==> src/rtl/debounce_pkg.sv <==
// Shared types and helpers for the front-panel key debouncer bank.
// Holds the repeat state encoding, a safe counter-width helper and default timing.
package debounce_pkg;

    typedef enum logic [1:0] {
        IDLE  = 2'd0,
        DELAY = 2'd1,
        RPT   = 2'd2
    } rpt_state_e;

    // Default timing assumes a 1 kHz sample tick from the player timebase.
    localparam int TICK_HZ          = 32'sd1000;
    localparam int DEF_STABLE_CNT   = 32'sd4;
    localparam int DEF_REPEAT_DELAY = (TICK_HZ * 32'sd32) / 32'sd1000;
    localparam int DEF_REPEAT_RATE  = (TICK_HZ * 32'sd8) / 32'sd1000;

    // Bits needed to count 0..v-1, never less than one bit.
    function automatic int safe_width(input int v);
        int w;
        w = 32'sd1;
        while ((32'sd1 <<< w) < v) begin
            w = w + 32'sd1;
        end
        return w;
    endfunction

endpackage

==> src/rtl/debounce_channel.sv <==
// One key channel: two-flop synchroniser, tick-qualified stable-count filter,
// registered press/release pulses and the hold-to-repeat state machine.
module debounce_channel
    import debounce_pkg::*;
#(
    parameter int STABLE_CNT   = DEF_STABLE_CNT,
    parameter int ACTIVE_LOW   = 32'sd1,
    parameter int REPEAT_EN    = 32'sd1,
    parameter int REPEAT_DELAY = DEF_REPEAT_DELAY,
    parameter int REPEAT_RATE  = DEF_REPEAT_RATE
) (
    input  logic clk,
    input  logic rst,
    input  logic ena,
    input  logic k,
    output logic key_level,
    output logic key_press,
    output logic key_release,
    output logic key_repeat
);

    localparam int RMAX = (REPEAT_DELAY > REPEAT_RATE) ? REPEAT_DELAY : REPEAT_RATE;
    localparam int CW   = safe_width(STABLE_CNT);
    localparam int RW   = safe_width(RMAX);
    localparam logic [CW-1:0] CNT_LAST   = CW'(STABLE_CNT - 32'sd1);
    localparam logic [RW-1:0] DELAY_LAST = RW'(REPEAT_DELAY - 32'sd1);
    localparam logic [RW-1:0] RATE_LAST  = RW'(REPEAT_RATE - 32'sd1);
    localparam logic          POL        = (ACTIVE_LOW != 32'sd0);
    localparam logic          RPT_ON     = (REPEAT_EN != 32'sd0);

    logic          s1_r;
    logic          s2_r;
    logic [CW-1:0] cnt_r;
    logic          level_r;
    logic          press_r;
    logic          release_r;
    logic          repeat_r;
    rpt_state_e    state_r;
    logic [RW-1:0] rcnt_r;
    logic          flip_s;
    logic          rise_s;
    logic          fall_s;

    // Level flips on the tick that completes the run of mismatching samples.
    always_comb begin
        flip_s = 1'b0;
        if (ena && (s2_r != level_r) && (cnt_r == CNT_LAST)) begin
            flip_s = 1'b1;
        end else begin
            flip_s = 1'b0;
        end
        rise_s = flip_s & s2_r;
        fall_s = flip_s & ~s2_r;
    end

    // Synchroniser resets to "released" so a key held through reset is re-debounced.
    always_ff @(posedge clk or posedge rst) begin
        if (rst) begin
            s1_r <= 1'b0;
            s2_r <= 1'b0;
        end else begin
            s1_r <= k ^ POL;
            s2_r <= s1_r;
        end
    end

    // Stable-count filter and the press/release pulses it produces.
    always_ff @(posedge clk or posedge rst) begin
        if (rst) begin
            cnt_r     <= '0;
            level_r   <= 1'b0;
            press_r   <= 1'b0;
            release_r <= 1'b0;
        end else begin
            press_r   <= rise_s;
            release_r <= fall_s;
            if (ena) begin
                if (s2_r == level_r) begin
                    cnt_r <= '0;
                end else if (cnt_r == CNT_LAST) begin
                    level_r <= s2_r;
                    cnt_r   <= '0;
                end else begin
                    cnt_r <= cnt_r + {{(CW-1){1'b0}}, 1'b1};
                end
            end
        end
    end

    // Auto-repeat; a release on the terminal tick wins over the repeat pulse.
    always_ff @(posedge clk or posedge rst) begin
        if (rst) begin
            state_r  <= IDLE;
            rcnt_r   <= '0;
            repeat_r <= 1'b0;
        end else begin
            repeat_r <= 1'b0;
            if (fall_s || !RPT_ON) begin
                state_r <= IDLE;
                rcnt_r  <= '0;
            end else begin
                case (state_r)
                    IDLE: begin
                        if (rise_s) begin
                            state_r <= DELAY;
                            rcnt_r  <= '0;
                        end
                    end
                    DELAY: begin
                        if (ena) begin
                            if (rcnt_r == DELAY_LAST) begin
                                repeat_r <= 1'b1;
                                state_r  <= RPT;
                                rcnt_r   <= '0;
                            end else begin
                                rcnt_r <= rcnt_r + {{(RW-1){1'b0}}, 1'b1};
                            end
                        end
                    end
                    RPT: begin
                        if (ena) begin
                            if (rcnt_r == RATE_LAST) begin
                                repeat_r <= 1'b1;
                                rcnt_r   <= '0;
                            end else begin
                                rcnt_r <= rcnt_r + {{(RW-1){1'b0}}, 1'b1};
                            end
                        end
                    end
                    default: begin
                        state_r <= IDLE;
                        rcnt_r  <= '0;
                    end
                endcase
            end
        end
    end

    assign key_level   = level_r;
    assign key_press   = press_r;
    assign key_release = release_r;
    assign key_repeat  = repeat_r;

endmodule

==> src/rtl/debouncer_bank.sv <==
// N independent debounced key channels for the front panel, plus a
// combined press flag for waking the player control FSM.
module debouncer_bank
    import debounce_pkg::*;
#(
    parameter int N_KEYS       = 32'sd4,
    parameter int STABLE_CNT   = DEF_STABLE_CNT,
    parameter int ACTIVE_LOW   = 32'sd1,
    parameter int REPEAT_EN    = 32'sd1,
    parameter int REPEAT_DELAY = DEF_REPEAT_DELAY,
    parameter int REPEAT_RATE  = DEF_REPEAT_RATE
) (
    input  logic              clk,
    input  logic              rst,
    input  logic              ena,
    input  logic [N_KEYS-1:0] k,
    output logic [N_KEYS-1:0] key_level,
    output logic [N_KEYS-1:0] key_press,
    output logic [N_KEYS-1:0] key_release,
    output logic [N_KEYS-1:0] key_repeat,
    output logic              any_press
);

    for (genvar i = 0; i < N_KEYS; i++) begin : g_ch
        debounce_channel #(
            .STABLE_CNT   (STABLE_CNT),
            .ACTIVE_LOW   (ACTIVE_LOW),
            .REPEAT_EN    (REPEAT_EN),
            .REPEAT_DELAY (REPEAT_DELAY),
            .REPEAT_RATE  (REPEAT_RATE)
        ) u_ch (
            .clk         (clk),
            .rst         (rst),
            .ena         (ena),
            .k           (k[i]),
            .key_level   (key_level[i]),
            .key_press   (key_press[i]),
            .key_release (key_release[i]),
            .key_repeat  (key_repeat[i])
        );
    end

    // Built from already-registered pulses, so no extra cycle of latency.
    assign any_press = |key_press;

endmodule

==> config.mk <==
export PLATFORM = sky130hd
export DESIGN_NAME = debouncer_bank
export DESIGN_NICKNAME = d
export VERILOG_FILES = /design/src/rtl/debounce_pkg.sv /design/src/rtl/debounce_channel.sv /design/src/rtl/debouncer_bank.sv
export SDC_FILE = /design/constraint.sdc
export NUM_CORES = 1
export LEC_CHECK = 0
export BUFFER_PORTS_ARGS = -buffer_cell sky130_fd_sc_hd__buf_2
export CAP_MARGIN = 10
export CORE_UTILIZATION = 50
export DETAILED_ROUTE_END_ITERATION = 10
export HOLD_SLACK_MARGIN = 0.15
export PLACE_DENSITY = 0.69
export SKIP_LAST_GASP = 1
export SYNTH_ARGS = -nofsm -noshare
export SYNTH_HDL_FRONTEND = slang
export SYNTH_SLANG_ARGS = --single-unit
==> constraint.sdc <==
create_clock -name clk -period 2 [get_ports clk]
set_input_delay 0.4 -clock clk [delete_from_list [all_inputs] [get_ports clk]]
set_output_delay 0.4 -clock clk [all_outputs]
set_load 0.02 [all_outputs]
* Word level (Yosys, flattened, before mapping) *
Cells that the tools add are included.

storage, ports and cells
  memories kept = 0
  input port bits = 7
  flip-flop bits (word level) = 60
  memory bits (writable) = 0
  logic and storage cells = 221
  bits in read-only memories = 0
  bits in latches = 0
  output and inout port bits = 17

operators by class
  multiply operators = 0
  equality and inequality tests = 48
  reductions and logical operators = 25
  bitwise gates (word level) = 20
  multiplexer cells = 84
  add/sub/neg operators = 8
  div/mod/pow operators = 0
  $lt $le $gt $ge = 0
  shifts and indexed selects = 0

operators by type and width
  cell                                                              number
  5-bit 2-to-1 mux                                                  24
  5-bit one-hot mux with 3 select lines                             4
  2-bit 2-to-1 mux                                                  24
  1-bit 2-to-1 mux                                                  24
  3-bit by 1-bit != test with 1-bit output (second input constant)  8
  3-bit by 2-bit != test with 1-bit output (second input constant)  8
  2-bit one-hot mux with 3 select lines                             4
  3-bit AND reduction                                               8
  5-bit by 1-bit adder with 5-bit output (second input constant)    4
  5-bit by 3-bit == test with 1-bit output (second input constant)  4
  5-bit == test (second input constant)                             4
  2-bit == test (second input constant)                             8
  4-bit AND reduction                                               4
  1-bit inverter                                                    12
  2-bit by 1-bit adder with 2-bit output (second input constant)    4
  1-bit bitwise AND                                                 8
  2-bit by 1-bit == test with 1-bit output (second input constant)  4
  1-bit logical AND                                                 8
  2-bit zero test                                                   4
  2-bit by 1-bit != test with 1-bit output (second input constant)  4
  1-bit one-hot mux with 2 select lines                             4
  1-bit == test                                                     4
  1-bit != test                                                     4
  4-bit OR reduction                                                1

* Depth between registers and ports, before layout *
Gate-level depths: netlist (run 1).

  depth in word-level cells = 8
  depth in mapped cells = 7

* Modules after synthesis *
From an unflattened synthesis (run 1), not the netlist that was laid out.

unflattened totals
  cell total of the unflattened synthesis = 293
  area, all modules = 3,201.8 sq um

modules (own cells, without submodules)
  module                                cells each  sequential area each (sq um)  instances  area each (sq um)
  debounce_channel at g_ch[1].u_ch ...  72          375.4                         3          797.0
  debounce_channel at g_ch[0].u_ch      76          375.4                         1          803.3
  debouncer_bank                        1           0.0                           1          7.5

* Least setup slack after synthesis (run 1) *
OpenSTA, ideal clock, no wires.

  kind = reg2reg
  from = register g_ch[1].u_ch.state_r[0]
  to = register g_ch[1].u_ch.rcnt_r[3]
  clock period less this slack = 1.763 ns
  setup time = 0.087 ns
  cell stages (with the launch flop) = 7
  slack = 0.237 ns
  arrival time = 1.676 ns
  cell sequence = dfrtp_1 > inv_1 > ha_1 > or3_1 > o221a_2 > or3_1 > a22oi_1

on the way
  longest elaborated chain between the ends = 3

ends and longest elaborated chain
  what                                                                        RTL line                 source
  start: declaration                                                          debounce_channel.sv:38   rpt_state_e state_r;
  start signal: assignment                                                    debounce_channel.sv:93   state_r <= IDLE;
  start signal: assignment                                                    debounce_channel.sv:99   state_r <= IDLE;
  start signal: assignment                                                    debounce_channel.sv:105  state_r <= DELAY;
  2-bit == test (tied with other cells)                                       debounce_channel.sv:102  case (state_r)
  3-bit by 2-bit != test with 1-bit output (no line) (tied with other cells)  n/a
  3-bit AND reduction (no line) / 5-bit 2-to-1 mux (equally long branches)    n/a
  end signal: assignment                                                      debounce_channel.sv:116  rcnt_r <= rcnt_r + {{(RW-1){1'b0}}, 1'b1};
  end signal: assignment                                                      debounce_channel.sv:126  rcnt_r <= rcnt_r + {{(RW-1){1'b0}}, 1'b1};
  end: declaration                                                            debounce_channel.sv:39   logic [RW-1:0] rcnt_r;

Several ways; a longest one is shown, not always the timed one.
A chain may end at the register's enable or synchronous reset.

* Worst setup path after layout (run 1) *
Ends and elaborated chain as after synthesis.

==> impl_summary.log, run 1 <==
INFO  metric netlist_top_cells_area = sky130_fd_sc_hd__dfrtp_1, sky130_fd_sc_hd__ha_1, sky130_fd_sc_hd__buf_4, sky130_fd_sc_hd__nand2_1, sky130_fd_sc_hd__mux2_2
INFO  metric cell_occurring_most_often_along_the_worst_timing_path = sky130_fd_sc_hd__or3_1
INFO  metric floorplan.die.width = 83.3 um
INFO  metric timing.hold.worst.class = input port to register
INFO  metric achievable-frequency = 0.538 GHz
INFO  metric syn_to_final_growth = 10.1%
INFO  metric synth_most_common_cell = sky130_fd_sc_hd__dfrtp_1
INFO  metric timing.final.max_slew_violations = 0
INFO  metric number_of_antenna_violations_at_the_first_check_in_global_routing = 0
INFO  metric number_of_optimization_iterations_in_the_first_detailed_route_pass = 6
INFO  metric postLayoutCellArea = 3640 um2
INFO  metric port_buffers = 23
INFO  metric detail_route.iter0.violations = 95
INFO  metric routed-via-count = 2364
INFO  metric design.core.area = 6390 um2
INFO  metric critical_path.max_fanout = 8
INFO  metric drc_errors = 0
INFO  metric max_slew.worst_pin.slew = 0.430 ns
INFO  metric cp_cell_sequence = inv_1, ha_2, or3_1, o221a_2, or3_1, a22oi_1
INFO  metric synthTopCellsByCount = sky130_fd_sc_hd__dfrtp_1, sky130_fd_sc_hd__nand2_1, sky130_fd_sc_hd__ha_1, sky130_fd_sc_hd__inv_1, sky130_fd_sc_hd__buf_4
INFO  metric nets = 370
INFO  metric startpoint_type_of_the_worst_setup_path = register
INFO  metric dp_hpwl = 4170 um
INFO  metric cts_root_buffer = sky130_fd_sc_hd__clkbuf_8
INFO  metric grt_start_max_net_pins = 61
INFO  metric die_height = 83.3 um
INFO  metric first_global_vias = 2263
INFO  metric finish.utilization = 57.1%
INFO  metric worst_setup_path_end_kind = register
INFO  metric leakage = 1.82 nW
INFO  metric synth_enable_flop_cells = 0
INFO  metric cts_tree = done
INFO  metric cpMaxStageDelayCell = sky130_fd_sc_hd__dfrtp_1
INFO  metric clk_latency = 0.34 ns
INFO  metric timing.critical_path.slowest_cell_delay = 0.40 ns
INFO  metric route.antenna.remaining_nets = 0
INFO  metric numCtsBuffers = 9
INFO  metric final_hold_viol_count = 0
INFO  metric critical_path_arrival = 2.12 ns
INFO  metric final.setup.tns = 0 ns
INFO  metric power.density = 1240 nW/um2
INFO  metric final_period_minus_worst_setup_slack = 1.86 ns
INFO  metric cts_num_sinks = 60
INFO  metric syn_inst = 316
INFO  metric syn-num-nets = 349
INFO  metric syn_area = 3310 um2
INFO  metric setup_viol = 0
INFO  metric n_antenna_cell = 0
INFO  metric ys_async_sr_fraction = 100%
INFO  metric std_cell_rows = 29
INFO  metric synth.yosys.seq_area_share = 45.4%
INFO  metric grt_overflow = 0
INFO  metric nFillCells = 545
INFO  metric clock-skew-final = 0.00618 ns
INFO  metric worst-endpoint-required = 2.26 ns
INFO  metric maxSlewHeadroom = 71.3%
INFO  metric final_period_util = 93.0%
INFO  metric htree_levels = 3
INFO  metric classification_of_the_worst_setup_path = register to register
INFO  metric num_io_pins = 24
INFO  metric yosysUniqueCellTypes = 51
INFO  metric ir_drop_worst_vdd = 0.000496 V
INFO  metric setup_repair_after_global_routing_missed_its_margin = no
INFO  metric synth-seq-cells = 60
INFO  metric critical_path.n_buffers_inverters = 1
INFO  metric dominantRegCellSynth = sky130_fd_sc_hd__dfrtp_1
INFO  metric place_congestion = 0.817
INFO  metric post_drt_wl_per_cell = 13.6 um
INFO  metric proportion_of_netlist_area_held_by_the_largest_area_contributor = 45.4%
INFO  metric starting_density_of_the_core = 51.8%
INFO  metric worst_path_dominant_cell_family = simple AND/OR/NAND/NOR gates
INFO  metric postRouteWirelength = 5690 um
INFO  metric track_usage = 18.4%
INFO  metric syn_avg_cell_area = 10.5 um2
INFO  metric fraction_of_final_layout_cells_sized_beyond_drive_strength_1 = 19.1%
INFO  metric route.detailed.vias_per_inst = 5.66
INFO  metric path_clk_slew = 0.06 ns
INFO  metric yosysWarningCount = 0
INFO  metric max_cap_viol_count = 0
INFO  metric area_leader_netlist = sky130_fd_sc_hd__dfrtp_1
INFO  metric worst_hold_slack = 0.196 ns
INFO  metric buffer_depth_of_the_longest_clock_path = 2
INFO  metric first_pass_grt_wire_length = 10100 um
INFO  metric postCtsSetupRepairBufs = 0
INFO  metric die-area = 6950 um2
INFO  metric run_status = finished clean
INFO  metric postPlaceCellArea = 3430 um2
cells by family (layout without fill, tap and decap cells):
kind of cell	count (synthesis)	in the layout	share of synthesized area [%]
AOI/OAI and AO/OA	67	67	15.6
and+or+nand+nor	99	99	16.3
buffers and inverters	47	72	7.56
muxes	13	13	4.27
adders and majority gates	26	26	9.83
xor gates and xnor gates	4	4	1.06
DFF	60	60	45.4
state kept, by name (all words and copies together) (netlist names):
name	cells
g_ch.u_ch.cnt_r	8
g_ch.u_ch.key_level	4
g_ch.u_ch.key_press	4
g_ch.u_ch.key_release	4
g_ch.u_ch.key_repeat	4
g_ch.u_ch.rcnt_r	20
g_ch.u_ch.s1_r	4
g_ch.u_ch.s2_r	4
g_ch.u_ch.state_r	8
final timing paths:
check / from / end / slack (ns) / cells past startpoint
setup / recovery: g_ch[1].u_ch.state_r[0] / g_ch[1].u_ch.rcnt_r[3] / 0.14 / 6
hold / removal: k[2] / g_ch[2].u_ch.s1_r / 0.20 / 2
setup reg to reg: g_ch[1].u_ch.state_r[0] / g_ch[1].u_ch.rcnt_r[3] / 0.14 / 6
hold reg to reg: g_ch[1].u_ch.s1_r / g_ch[1].u_ch.s2_r / 0.34 / 0
max in group asynchronous: rst / g_ch[2].u_ch.key_level / 1.09 / 4
min in group asynchronous: rst / g_ch[1].u_ch.key_level / 0.66 / 4
timing repair:
action                     4_1_cts  5_1_grt
setup endpoints to repair        0        4
hold buffers                     1        0
hold endpoints to repair        60        0
gates resized for setup          0        4
worst register-to-register path: cells and delay by family, from the launching register on:
kind,cells,cell delay (ns)
flip-flops,1,0.40
AND/OR/NAND/NOR,2,0.76
AO/OA/AOI/OAI,2,0.33
buffers and inverters,1,0.08
adder cells (fa/ha/maj),1,0.21
layout by cell type (no fill, tap or decap), drive strengths merged, types with 4 or more instances in the layout:
cell type	instances
dfrtp	60
nand2	33
buf	30
inv	26
ha	26
o21ai	16
clkbuf	14
nor2	11
mux2	9
nor3	8
nand4b	7
nor2b	7
or3	6
a22o	6
nand2b	5
o2111ai	5
and3	5
a21oi	5
xnor2	4
o2bb2ai	4
mux2i	4
a211oi	4
o221a	4
cell type report:
type / instances / area (um2) / area share, %
Timing Repair Buffer: 31 / 190 / 5.22
Tap cell: 77 / 96.3 / 2.64
Inverter: 26 / 97.6 / 2.68
Sequential cell: 60 / 1500 / 41.2
Clock buffer: 14 / 183 / 5.01
Multi-Input combinational cell: 209 / 1570 / 43.1
Clock inverter: 1 / 5.00 / 0.137
layer usage:
metal	global-route usage [%]	vias up	wire length, um
met4	10.8	0	136
met2	29.0	39	2690
met5	0	-	0
li1	-	1174	-
met3	3.58	12	174
met1	23.5	1139	2690
power breakdown:
part / internal, W / leakage, nW / total, W / switching, W
Clock: 0.000577 / 0.0986 / 0.00102 / 0.000445
Sequential: 0.00146 / 0.791 / 0.00166 / 0.000203
Combinational: 0.000779 / 0.930 / 0.00183 / 0.00105
per-stage QoR:
step	instances	worst slack, ns	power [W]
6_report	418	0.140	0.00451
5_1_grt	418	0.00380	0.00488
4_1_cts	418	0.0905	0.00453
3_5_place_dp	402	0.0996	0.00349
3_3_place_gp	402	0.164	0.00343
2_1_floorplan	316	0.115	0.00315
No activity file was read; power rests on OpenSTA's default activity.
==> run 2, diff against run 1 <==
--- a/config.mk
+++ b/config.mk
@@ -8,6 +8,7 @@
 export BUFFER_PORTS_ARGS = -buffer_cell sky130_fd_sc_hd__buf_2
 export CAP_MARGIN = 10
 export CORE_UTILIZATION = 50
+export CTS_BUF_LIST = sky130_fd_sc_hd__clkbuf_2
 export DETAILED_ROUTE_END_ITERATION = 10
 export HOLD_SLACK_MARGIN = 0.15
 export PLACE_DENSITY = 0.69
==> impl_summary.log, run 2 (synthesis results as in run 1) <==
INFO  metric number_of_optimization_iterations_in_the_first_detailed_route_pass = 4 (-2)
INFO  metric clk_latency = 0.47 ns (+0.13 ns)
INFO  metric worst-endpoint-required = 1.60 ns (-0.66 ns)
INFO  metric min_to = g_ch[1].u_ch.cnt_r[1]
INFO  metric reg_top3 = g_ch.u_ch.rcnt_r (20), g_ch.u_ch.cnt_r (8), g_ch.u_ch.state_r (8)
INFO  metric grt_overflow = 0 (unchanged)
INFO  metric worst-r2r-setup-slack = 0.14 ns (about the same)
INFO  metric syn_to_final_growth = 8.13%
INFO  metric count_of_cells_along_the_worst_register_to_register_path = 6 (unchanged)
INFO  metric final_hold_viol_count = 0 (unchanged)
INFO  metric die-area = 6950 um2 (unchanged)
INFO  metric largest_register_ff_count = 20 (unchanged)
INFO  metric mostFrequentLayoutCell = sky130_fd_sc_hd__dfrtp_1
INFO  metric fraction_of_final_layout_cells_sized_beyond_drive_strength_1 = 18.3% (-0.80 points)
INFO  metric postRouteWirelength = 5800 um (+1.9%)
INFO  metric path_clk_slew = 0.14 ns (+0.08 ns)
INFO  metric power.total = 0.00407 W (-9.8%)
INFO  metric final_period_minus_worst_setup_slack = 1.93 ns (+0.0694 ns)
INFO  metric r2r_end = g_ch[2].u_ch.rcnt_r[3]
INFO  metric grt_start_max_net_pins = 61 (unchanged)
INFO  metric post-place-ws = 0.0996 ns (unchanged)
INFO  metric registers.top_by_ff_count = g_ch.u_ch.rcnt_r
INFO  metric cts_num_sinks = 60 (unchanged)
INFO  metric run_status = finished clean
INFO  metric detail_route.iter0.violations = 119 (+25%)
INFO  metric startpoint_type_of_the_worst_setup_path = register
INFO  metric numCtsBuffers = 9 (unchanged)
INFO  metric design.core.area = 6390 um2 (unchanged)
INFO  metric clock-skew-final = 0.0153 ns (+0.00911 ns)
INFO  metric ir_drop_worst_vdd = 0.000461 V (-7.2%)
INFO  metric max_cap_viol_count = 0 (unchanged)
INFO  metric num_io_pins = 24 (unchanged)
INFO  metric final_period_util = 96.5% (+3.5 points)
INFO  metric setup_repair_after_global_routing_missed_its_margin = no
INFO  metric leakage = 1.79 nW (-1.7%)
INFO  metric post_drt_wl_per_cell = 13.7 um (+0.93%)
INFO  metric track_usage = 18.3% (-0.072 points)
INFO  metric worstHoldStart = ena
INFO  metric holdPathStages = 3 (+1)
INFO  metric buffer_depth_of_the_longest_clock_path = 2 (unchanged)
INFO  metric first_global_vias = 2293 (+1.3%)
INFO  metric critical_path_arrival = 1.53 ns (-0.59 ns)
INFO  metric floorplan.die.width = 83.3 um (unchanged)
INFO  metric power.density = 1140 nW/um2 (-8.1%)
INFO  metric classification_of_the_worst_setup_path = register to output pin
INFO  metric achievable-frequency = 0.518 GHz (-3.6%)
INFO  metric max_slew.worst_pin.slew = 0.449 ns (+0.0186 ns)
INFO  metric drc_errors = 0 (unchanged)
INFO  metric setup_ws = 0.0706 ns (-0.0694 ns)
INFO  metric cts_tree = done
INFO  metric dp_hpwl = 4170 um (unchanged)
INFO  metric die_height = 83.3 um (unchanged)
INFO  metric layout_common_cells = sky130_fd_sc_hd__dfrtp_1, sky130_fd_sc_hd__nand2_1, sky130_fd_sc_hd__inv_1
INFO  metric final.setup.tns = 0 ns (unchanged)
INFO  metric first_pass_grt_wire_length = 10100 um (+0.90%)
INFO  metric maxSlewHeadroom = 70.0% (-1.3 points)
INFO  metric postPlaceCellArea = 3430 um2 (unchanged)
INFO  metric n_antenna_cell = 0 (unchanged)
INFO  metric port_buffers = 23 (unchanged)
INFO  metric postLayoutCellArea = 3580 um2 (-1.8%)
INFO  metric number_of_antenna_violations_at_the_first_check_in_global_routing = 0 (unchanged)
INFO  metric std_cell_rows = 29 (unchanged)
INFO  metric timing.hold.worst.class = input port to register
INFO  metric routed-via-count = 2351 (-0.55%)
INFO  metric r2r_start = g_ch[2].u_ch.state_r[1]
INFO  metric timing.final.max_slew_violations = 0 (unchanged)
INFO  metric setup_viol = 0 (unchanged)
INFO  metric starting_density_of_the_core = 51.8% (unchanged)
INFO  metric nets = 374 (+1.1%)
INFO  metric postCtsSetupRepairBufs = 0 (unchanged)
INFO  metric route.detailed.vias_per_inst = 5.57 (-1.5%)
INFO  metric worst_setup_path_end_kind = output pin
INFO  metric place_congestion = 0.817 (unchanged)
INFO  metric critical_path.max_fanout = 2 (-6)
INFO  metric nFillCells = 560 (+2.8%)
INFO  metric cts_root_buffer = sky130_fd_sc_hd__clkbuf_2
INFO  metric htree_levels = 3 (unchanged)
INFO  metric route.antenna.remaining_nets = 0 (unchanged)
[run 2: worst max-delay path by stage]
stage,depth (start not counted),to,from,slack [ns]
finish,2,any_press,g_ch[1].u_ch.key_press,0.07
global route,6,g_ch[0].u_ch.rcnt_r[3],g_ch[0].u_ch.state_r[0],0.004
CTS,2,any_press,g_ch[1].u_ch.key_press,0.04
detailed placement,7,g_ch[3].u_ch.state_r[0],g_ch[3].u_ch.rcnt_r[0],0.1
global placement,7,g_ch[3].u_ch.state_r[0],g_ch[3].u_ch.rcnt_r[0],0.16
floorplan,1,g_ch[0].u_ch.cnt_r[0],rst,0.12
[run 2: final cells by class]
class,count,area (um2),area share [%]
Clock buffer,10,50.0,1.40
Clock inverter,5,20.0,0.560
Inverter,26,97.6,2.73
Multi-Input combinational cell,209,1580,44.2
Sequential cell,60,1500,42.0
Tap cell,77,96.3,2.69
Timing Repair Buffer,35,230,6.44
[run 2: what timing repair did]
item                                   CTS  global route
endpoints found under the hold margin   64             0
setup endpoints to repair                0             4
hold buffers                             5             0
resized for setup                        0             6
[run 2: critical path: stages, from the launching register on]
cell                      delay, ns
sky130_fd_sc_hd__dfrtp_1       0.40
sky130_fd_sc_hd__or4_1         0.50
sky130_fd_sc_hd__buf_2         0.17
[run 2: power by group]
group	internal, W	total [W]	switching [W]
logic	0.000799	0.00186	0.00106
registers	0.00145	0.00166	0.000204
clock network	0.000145	0.000548	0.000403
total	0.00239	0.00407	0.00167
[run 2: through the flow]
step / utilization (%) / cells / hold WS [ns]
detailed placement: 53.7 / 402 / 0.335
global placement: 53.7 / 402 / 0.334
CTS: 55.6 / 422 / 0.240
finish: 56.0 / 422 / 0.264
global route: 56.0 / 422 / 0.253
floorplan: - / 316 / 0.331
[run 2: layer usage]
layer	global-route usage, %	wire length (um)
met2	29.4	2770
met1	23.7	2750
met3	3.58	154
met5	0	0
met4	8.78	121
